===== config.mk =====
export PLATFORM = sky130hd
export DESIGN_NAME = vga_timing_gen
export DESIGN_NICKNAME = d
export VERILOG_FILES = /design/src/rtl/vga_timing_pkg.sv /design/src/rtl/vga_axis_counter.sv /design/src/rtl/vga_timing_gen.sv
export SDC_FILE = /design/constraint.sdc
export NUM_CORES = 1
export LEC_CHECK = 0
export ABC_AREA = 1
export CORE_UTILIZATION = 53
export DETAILED_ROUTE_END_ITERATION = 8
export HOLD_SLACK_MARGIN = 0.15
export PLACE_DENSITY = 0.78
export SLEW_MARGIN = 5
export SYNTH_ARGS = -nofsm -noshare
export SYNTH_HDL_FRONTEND = slang
export SYNTH_SLANG_ARGS = --single-unit

===== constraint.sdc =====
create_clock -name clk -period 2.39 [get_ports clk]
set_input_delay 0.478 -clock clk [delete_from_list [all_inputs] [get_ports clk]]
set_output_delay 0.478 -clock clk [all_outputs]
set_load 0.01 [all_outputs]

===== src/rtl/vga_timing_pkg.sv =====
// Shared raster timing constants for the VGA timing generator (640x480@60 defaults).
package vga_timing_pkg;

  localparam int unsigned CNT_W     = 10;
  localparam int unsigned Y_W       = 9;
  localparam int unsigned MAX_TOTAL = 1 << CNT_W;

  localparam int unsigned H_ACTIVE_DEF = 640;
  localparam int unsigned H_FP_DEF     = 16;
  localparam int unsigned H_SYNC_DEF   = 96;
  localparam int unsigned H_BP_DEF     = 48;
  localparam int unsigned V_ACTIVE_DEF = 480;
  localparam int unsigned V_FP_DEF     = 10;
  localparam int unsigned V_SYNC_DEF   = 2;
  localparam int unsigned V_BP_DEF     = 33;

  localparam logic H_SYNC_POL_DEF = 1'b0;
  localparam logic V_SYNC_POL_DEF = 1'b0;

  function automatic int unsigned axis_total(input int unsigned active, input int unsigned fp,
                                             input int unsigned sync, input int unsigned bp);
    return active + fp + sync + bp;
  endfunction

  localparam int unsigned H_TOTAL_DEF = axis_total(H_ACTIVE_DEF, H_FP_DEF, H_SYNC_DEF, H_BP_DEF);
  localparam int unsigned V_TOTAL_DEF = axis_total(V_ACTIVE_DEF, V_FP_DEF, V_SYNC_DEF, V_BP_DEF);

endpackage


===== src/rtl/vga_axis_counter.sv =====
// One raster axis: wrapping position counter with registered sync and next-count decodes.
module vga_axis_counter
  import vga_timing_pkg::*;
#(
  parameter int unsigned ACTIVE = H_ACTIVE_DEF,
  parameter int unsigned FP     = H_FP_DEF,
  parameter int unsigned SYNC   = H_SYNC_DEF,
  parameter int unsigned BP     = H_BP_DEF,
  parameter logic        POL    = 1'b0
) (
  input  logic             clk,
  input  logic             rst_n,
  input  logic             advance,
  input  logic             wrap_en,
  output logic [CNT_W-1:0] count,
  output logic             sync,
  output logic             active_next_c,
  output logic             zero_next_c,
  output logic             wrap_c
);

  localparam int unsigned TOTAL = axis_total(ACTIVE, FP, SYNC, BP);
  localparam int unsigned XW    = CNT_W + 1;

  localparam logic [CNT_W-1:0] LAST     = CNT_W'(TOTAL - 1);
  localparam logic [XW-1:0]    ACT_END  = XW'(ACTIVE);
  localparam logic [XW-1:0]    SYNC_BEG = XW'(ACTIVE + FP);
  localparam logic [XW-1:0]    SYNC_END = XW'(ACTIVE + FP + SYNC);

  logic [CNT_W-1:0] count_next_c;

  function automatic logic sync_level(input logic [CNT_W-1:0] c);
    logic [XW-1:0] cx;
    cx = {1'b0, c};
    return ((cx >= SYNC_BEG) && (cx < SYNC_END)) ? POL : ~POL;
  endfunction

  // Next-count decode; flags are registered from it so they line up with count.
  always_comb begin
    wrap_c       = advance & wrap_en & (count == LAST);
    count_next_c = count;
    if (advance) begin
      count_next_c = wrap_c ? '0 : count + CNT_W'(1);
    end
    active_next_c = ({1'b0, count_next_c} < ACT_END);
    zero_next_c   = (count_next_c == '0);
  end

  always_ff @(posedge clk or negedge rst_n) begin
    if (!rst_n) begin
      count <= LAST;
      sync  <= sync_level(LAST);
    end else begin
      count <= count_next_c;
      sync  <= sync_level(count_next_c);
    end
  end

endmodule


===== src/rtl/vga_timing_gen.sv =====
// VGA raster timing generator: pixel position, blanking flag, sync pins and start strobes.
module vga_timing_gen
  import vga_timing_pkg::*;
#(
  parameter int unsigned H_ACTIVE   = H_ACTIVE_DEF,
  parameter int unsigned H_FP       = H_FP_DEF,
  parameter int unsigned H_SYNC     = H_SYNC_DEF,
  parameter int unsigned H_BP       = H_BP_DEF,
  parameter int unsigned V_ACTIVE   = V_ACTIVE_DEF,
  parameter int unsigned V_FP       = V_FP_DEF,
  parameter int unsigned V_SYNC     = V_SYNC_DEF,
  parameter int unsigned V_BP       = V_BP_DEF,
  parameter logic        H_SYNC_POL = H_SYNC_POL_DEF,
  parameter logic        V_SYNC_POL = V_SYNC_POL_DEF
) (
  input  logic             clk,
  input  logic             rst_n,
  input  logic             clk_en,
  output logic [CNT_W-1:0] x,
  output logic [Y_W-1:0]   y,
  output logic             frame_active,
  output logic             h_sync,
  output logic             v_sync,
  output logic             line_start,
  output logic             frame_start
);

  localparam int unsigned H_TOTAL = axis_total(H_ACTIVE, H_FP, H_SYNC, H_BP);
  localparam int unsigned V_TOTAL = axis_total(V_ACTIVE, V_FP, V_SYNC, V_BP);

  generate
    if (H_TOTAL > MAX_TOTAL || V_TOTAL > MAX_TOTAL) begin : g_bad_total
      $error("vga_timing_gen: H_TOTAL/V_TOTAL must not exceed 1024");
    end
  endgenerate

  logic [CNT_W-1:0] v_count;
  logic             h_active_next;
  logic             v_active_next;
  logic             h_zero_next;
  logic             v_zero_next;
  logic             h_wrap;
  logic             v_wrap_unused;
  logic             unused_v_msb;

  vga_axis_counter #(
    .ACTIVE(H_ACTIVE), .FP(H_FP), .SYNC(H_SYNC), .BP(H_BP), .POL(H_SYNC_POL)
  ) u_h_axis (
    .clk          (clk),
    .rst_n        (rst_n),
    .advance      (clk_en),
    .wrap_en      (1'b1),
    .count        (x),
    .sync         (h_sync),
    .active_next_c(h_active_next),
    .zero_next_c  (h_zero_next),
    .wrap_c       (h_wrap)
  );

  // Vertical axis only moves on the horizontal wrap, and may wrap only then.
  vga_axis_counter #(
    .ACTIVE(V_ACTIVE), .FP(V_FP), .SYNC(V_SYNC), .BP(V_BP), .POL(V_SYNC_POL)
  ) u_v_axis (
    .clk          (clk),
    .rst_n        (rst_n),
    .advance      (h_wrap),
    .wrap_en      (h_wrap),
    .count        (v_count),
    .sync         (v_sync),
    .active_next_c(v_active_next),
    .zero_next_c  (v_zero_next),
    .wrap_c       (v_wrap_unused)
  );

  // y deliberately aliases during tall blanking; consumers gate with frame_active.
  assign y            = v_count[Y_W-1:0];
  assign unused_v_msb = v_count[CNT_W-1];

  always_ff @(posedge clk or negedge rst_n) begin
    if (!rst_n) begin
      frame_active <= 1'b0;
      line_start   <= 1'b0;
      frame_start  <= 1'b0;
    end else begin
      frame_active <= h_active_next & v_active_next;
      line_start   <= h_zero_next;
      frame_start  <= h_zero_next & v_zero_next;
    end
  end

endmodule


==> metrics.txt, run 1 <==
Inst Count DP around 300; initial antenna violation count 0; Top FF cell, synth dfrtp_1; drt drc 0; crit start category register; pwr dens slightly below 600 nW/um^2; Net Count, Synth between 200 and 250; Clock Skew around 0.0011 ns; Worst path slowest cell dfstp_2; vias per cell between 4 and 5; Post-Synth Adder-Cell Area 0.0224; hold_buf cts 0; PostCTS Resize Cnt 0; CTS tree done; most common cell in the netlist nand2_1; vias in the first global route approximately 1.3k; TritonCTS Sinks 25; DR vias roughly 1.5k; Yosys warnings 0; post-synthesis cell type count 23; Synth Area in XOR/XNOR 0.0105; ANT cells 0; Final HPWL DP a little under 3000 um; count of final setup violators 0; Synth top area share 0.194; first-pass GRT wire length about 6000 um; largest net degree at the start of global routing 26; Synth top cells by count 61 x nand2_1, 40 x inv_1, 32 x nor2_1; CP arrival between 2 and 2.5 ns; cell mode on critical path nor2_2; Yosys top cell by area dfrtp_1; clk buf depth 2; status finished, final reports clean; worst setup margin approximately 0.34 ns; min Tclk post-route between 2 and 2.5 ns; peak supply drop 0.392 mV; Congestion Overflow GR 0; sequential cell area fraction in the yosys report 0.383; fin cells ~300; clock latency on the worst-skew pair around 0.32 ns; mux contribution to synthesized area 0; Iteration-0 DRC Markers roughly 110; CTS Buf Count 3; Detail Route Antenna Nets 0; share of cells above drive strength 1 0.121; TNS Setup 0 ns; count of flip-flops with a built-in enable after synthesis 0; H-tree Lvls 1; post-synthesis area per instance a little over 7 um^2; data required time of the worst path roughly 2.7 ns; endpoint type of the worst setup path register; Post-Syn Instances about 240; die area between 3000 and 4000 um^2; post-synthesis simple-gate area fraction 0.430; Syn Std Cell Area around 1700 um^2; drt pass-1 iters 4; CTS root buffer clkbuf_4; Slew HR 0.784; FF+latch count, synth 25; RSZ-0062 raised after global routing no; fin. max-slew vios 0; Die W 58.2 um; Core Rows 20; Post-CTS Setup Inserts 0; CP Cell Sequence ha_1, nand3_4, nor2_8, nand2_4, nand3_1, nand4_1, nor2_2, nand2_1, nor2_2; starting density of the core 0.553; pre-CTS WS slightly above 0.08 ns; largest family of logic cells by synthesized area simple AND/OR/NAND/NOR gates; maximum capacitance violations 0; core footprint 3030 um^2; Boundary Pins 27; fmax just under 500 MHz; top post-synthesis cells by area dfrtp_1 19%, dfstp_2 19%, nand2_1 14%; Fin. Hold Viols 0; Total GRT Usage 0.244; Chip Height approximately 58 um; Synth Area in Compound Gates 0.0239; final wirelength ~3700 um; nets approximately 260; critical path class register to register; asr flop ratio synth 1.00; cell family with most CP delay simple AND/OR/NAND/NOR gates; final period utilization 0.857; area added between synthesis and finish 17.0%; Final Wtd Congestion a little over 0.9; CP peak stage delay about 0.64 ns; crit path buf inv count 0; largest fanout on the critical path 10; P_leak slightly below 1 nW; Port-buffer cells 26; Layout Utilization 0.647; Hold Crit Class input port to async pin; DR WL/cell around 12 um; clock slew at reported path FFs approximately 0.14 ns; Worst Tran Pin Value between 0.3 and 0.4 ns
cell type report:
cell class | instances | area [um^2]
clock buffers | 3 | 22.5
fillers | 273 | 1070
flip-flops and latches | 25 | 641
clock inverters | 1 | 7.51
well taps | 44 | 55.1
multi-input cells | 161 | 816
inverters | 40 | 150
repair buffers | 27 | 268
routing by layer:
layer  vias to the layer above  wire length, um  global-route usage
li1                        772                -                   -
met3                         5              141              0.0290
met1                       684             1740               0.334
met5                         -                0                   0
met2                        36             1810               0.409
met4                         0               41              0.0714
worst paths after layout:
kind / start / endpoint / slack [ns] / cells past startpoint
min in group clk: u_h_axis.count[1] / u_h_axis.count[1] / 0.55 / 2
worst min register to register: u_h_axis.count[1] / u_h_axis.count[1] / 0.55 / 2
worst max-delay path: u_h_axis.count[0] / frame_start / 0.34 / 9
worst min-delay path: rst_n / u_v_axis.count[1] / 0.50 / 2
worst max register to register: u_h_axis.count[0] / frame_start / 0.34 / 9
max in group asynchronous: rst_n / u_h_axis.count[1] / 1.60 / 2
report_power, final:
group | internal (mW) | switching [mW] | total, mW | leakage (nW)
Combinational | 0.161 | 0.191 | 0.353 | 0.701
Clock | 0.0640 | 0.129 | 0.193 | 0.0139
Sequential | 0.506 | 0.100 | 0.607 | 0.267
Total | 0.732 | 0.421 | 1.15 | 0.982
through the flow:
step	hold WS, ns	cell area (um^2)	total power [mW]
4_1_cts	0.494	1960	1.16
6_report	0.496	1960	1.15
3_3_place_gp	0.526	1930	0.962
5_1_grt	0.522	1960	1.22
2_1_floorplan	0.182	1670	0.790
3_5_place_dp	0.535	1930	0.966
cells by family (layout without fill, tap and decap cells):
kind of cell | after synthesis | after routing
and+or+nand+nor | 150 | 150
buffers and inverters | 49 | 71
DFF | 25 | 25
AOI/OAI and AO/OA | 6 | 6
adders and majority gates | 3 | 3
xor gates and xnor gates | 2 | 2
flip-flops by register name, summed over array words and instances (netlist names):
register and count:
frame_active 1, line_start 1, u_h_axis.sync 1, u_v_axis.sync 1
u_h_axis.count 10, frame_start 1, u_v_axis.count 10
cells in the final DEF (no fill, tap or decap):
master           count
dfrtp_1             13
dfstp_2             12
clkinvlp_4           1
xnor2_1              1
inv_1               40
nor2_4               2
nand3_2              2
nand3_4              1
ha_1                 3
xor2_1               1
nor2_8               1
clkdlybuf4s50_1     26
or2_2                1
nand3_1             27
buf_4                1
nand3b_1             1
nand2_1             61
nand4_1             15
clkbuf_4             3
nand2_2              3
nand2_4              1
a21oi_1              1
nor2_1              32
nor2_2               3
o21bai_1             4
o21ai_0              1
No activity file was read; power rests on OpenSTA's default activity.
==> inputs of run 2 (changes only) <==
==> constraint.sdc (replaced) <==
create_clock -name clk -period 2.2 [get_ports clk]
set_input_delay 0.44 -clock clk [delete_from_list [all_inputs] [get_ports clk]]
set_output_delay 0.44 -clock clk [all_outputs]
set_load 0.01 [all_outputs]
==> metrics.txt, run 2 (synthesis results as in run 1) <==
status finished, final reports clean; first-pass GRT wire length 6270 um (+1.7%); area post-placement 1940 um^2 (+0.78%); CTS Buf Count 3 (unchanged); Congestion Overflow GR 0 (unchanged); Final Wtd Congestion 0.883 (-4.1%); H-tree Lvls 1 (unchanged); Finished Cell Area 1970 um^2 (+0.77%); final wirelength 3680 um (-1.4%); starting density of the core 0.553 (unchanged); WL met3 112 um (-21%); fin cells 303 (+0.66%); maximum capacitance violations 0 (unchanged); PostCTS Resize Cnt 0 (unchanged); Port-buffer cells 26 (unchanged); DR WL/cell 12.2 um (-2.0%); Inst Count DP 299 (+0.67%); CP Cell Sequence clkdlybuf4s50_1; area added between synthesis and finish 17.9%; # fillers 273 (unchanged); endpoint type of the worst setup path primary output; Final HPWL DP 2810 um (-2.5%); Chip Height 58.2 um (unchanged); Slew HR 0.793 (+0.00873); clk buf depth 2 (unchanged); commonest cells after routing, fill and taps aside 61 x nand2_1, 40 x inv_1, 32 x nor2_1, 27 x nand3_1, 26 x clkdlybuf4s50_1; fin. max-slew vios 0 (unchanged); commonest non-fill, non-tap cell in the layout nand2_1; hold_buf cts 0 (unchanged); M1 WL 1700 um (-2.3%); final period utilization 0.899; Core Rows 20 (unchanged); pwr dens 631 nW/um^2 (+7.3%); top flop regs u_h_axis.count (10), u_v_axis.count (10); share of cells above drive strength 1 0.127 (+0.00679); largest fanout on the critical path 7 (-3); CP arrival 1.54 ns (-0.78 ns); peak supply drop 0.475 mV (+21%); DR vias 1530 (+2.2%); core footprint 3030 um^2 (unchanged); Layout Utilization 0.652 (+0.00496); vias in the first global route 1399 (+5.3%); Fin. Hold Viols 0 (unchanged); Clock Skew 0.00674 ns (+0.00563 ns); TritonCTS Sinks 25 (unchanged); Post-CTS Setup Inserts 0 (unchanged); Total GRT Usage 0.241 (-0.00332); initial antenna violation count 0 (unchanged); crit start category register; crit path buf inv count 1 (+1); fmax between 500 and 600 MHz; Final Power 1.25 mW (+8.2%); R2R setup slack 0.23 ns (-0.11 ns); CP peak stage delay 0.65 ns (about the same); ANT cells 0 (unchanged); Top Metal Used met4; pre-CTS WS 0.00838 ns (-0.0738 ns); worst setup margin 0.222 ns (-0.120 ns); drt pass-1 iters 4 (unchanged); Min Hold Slack 0.468 ns (-0.0276 ns); Boundary Pins 27 (unchanged); RSZ-0062 raised after global routing no; Die W 58.2 um (unchanged); data required time of the worst path 1.76 ns (-0.90 ns); wire length on met2 1840 um (+1.6%); CTS tree done; Worst path slowest cell dfstp_2; TNS Setup 0 ns (unchanged); critical path class register to primary output; vias per cell 5.05 (+1.5%); cell family with most CP delay flip-flops; Worst Tran Pin Value 0.311 ns (-0.0131 ns); CTS root buffer clkbuf_4; largest net degree at the start of global routing 26 (unchanged); Hold Crit Class input port to async pin; P_leak 0.991 nW (+0.91%); count of final setup violators 0 (unchanged); drt drc 0 (unchanged); clock slew at reported path FFs 0.14 ns (about the same); nets 266 (+0.76%); Detail Route Antenna Nets 0 (unchanged); die area 3390 um^2 (unchanged); Iteration-0 DRC Markers 70 (-35%); min Tclk post-route about 2 ns; clock latency on the worst-skew pair 0.31 ns (about the same)
run 2: cell types whose count changed in the layout (fill, tap and decap cells not counted):
cell / before / now
buf_4: 1 / 3
run 2: path summary, 6_finish.rpt:
path | from | endpoint | depth (start not counted)
max in group asynchronous | rst_n | u_v_axis.sync | 2
min reg2reg | u_h_axis.count[1] | u_h_axis.count[1] | 2
max | u_h_axis.count[3] | x[3] | 1
min | rst_n | u_h_axis.count[7] | 2
min in group clk | u_h_axis.count[1] | u_h_axis.count[1] | 2
max reg2reg | u_h_axis.count[0] | frame_start | 9
run 2: layout make-up:
type	instances	area, um^2	share of cell area
clock buffers	3	22.5	0.0114
well taps	44	55.1	0.0279
clock inverters	1	7.51	0.00380
inverters	40	150	0.0760
repair buffers	29	283	0.143
flip-flops and latches	25	641	0.324
multi-input cells	161	816	0.413
run 2: routing by layer:
metal	up-vias	track usage
li1	787	-
met3	4	0.0379
met4	0	0.0646
met5	-	0
met2	31	0.407
met1	708	0.322
run 2: power by group:
part	switching, mW	total, mW	internal, mW
combinational	0.207	0.385	0.178
sequential	0.108	0.658	0.550
clock	0.135	0.204	0.0692
total	0.450	1.25	0.797
==> inputs of run 3 (changes only) <==
--- a/config.mk
+++ b/config.mk
@@ -6,9 +6,10 @@
 export NUM_CORES = 1
 export LEC_CHECK = 0
 export ABC_AREA = 1
+export CAP_MARGIN = 20
 export CORE_UTILIZATION = 53
 export DETAILED_ROUTE_END_ITERATION = 8
-export HOLD_SLACK_MARGIN = 0.15
+export HOLD_SLACK_MARGIN = 0.1
 export PLACE_DENSITY = 0.78
 export SLEW_MARGIN = 5
 export SYNTH_ARGS = -nofsm -noshare
==> results of run 3 <==
The final DEF is identical to that of run 2; final timing and power are the same.
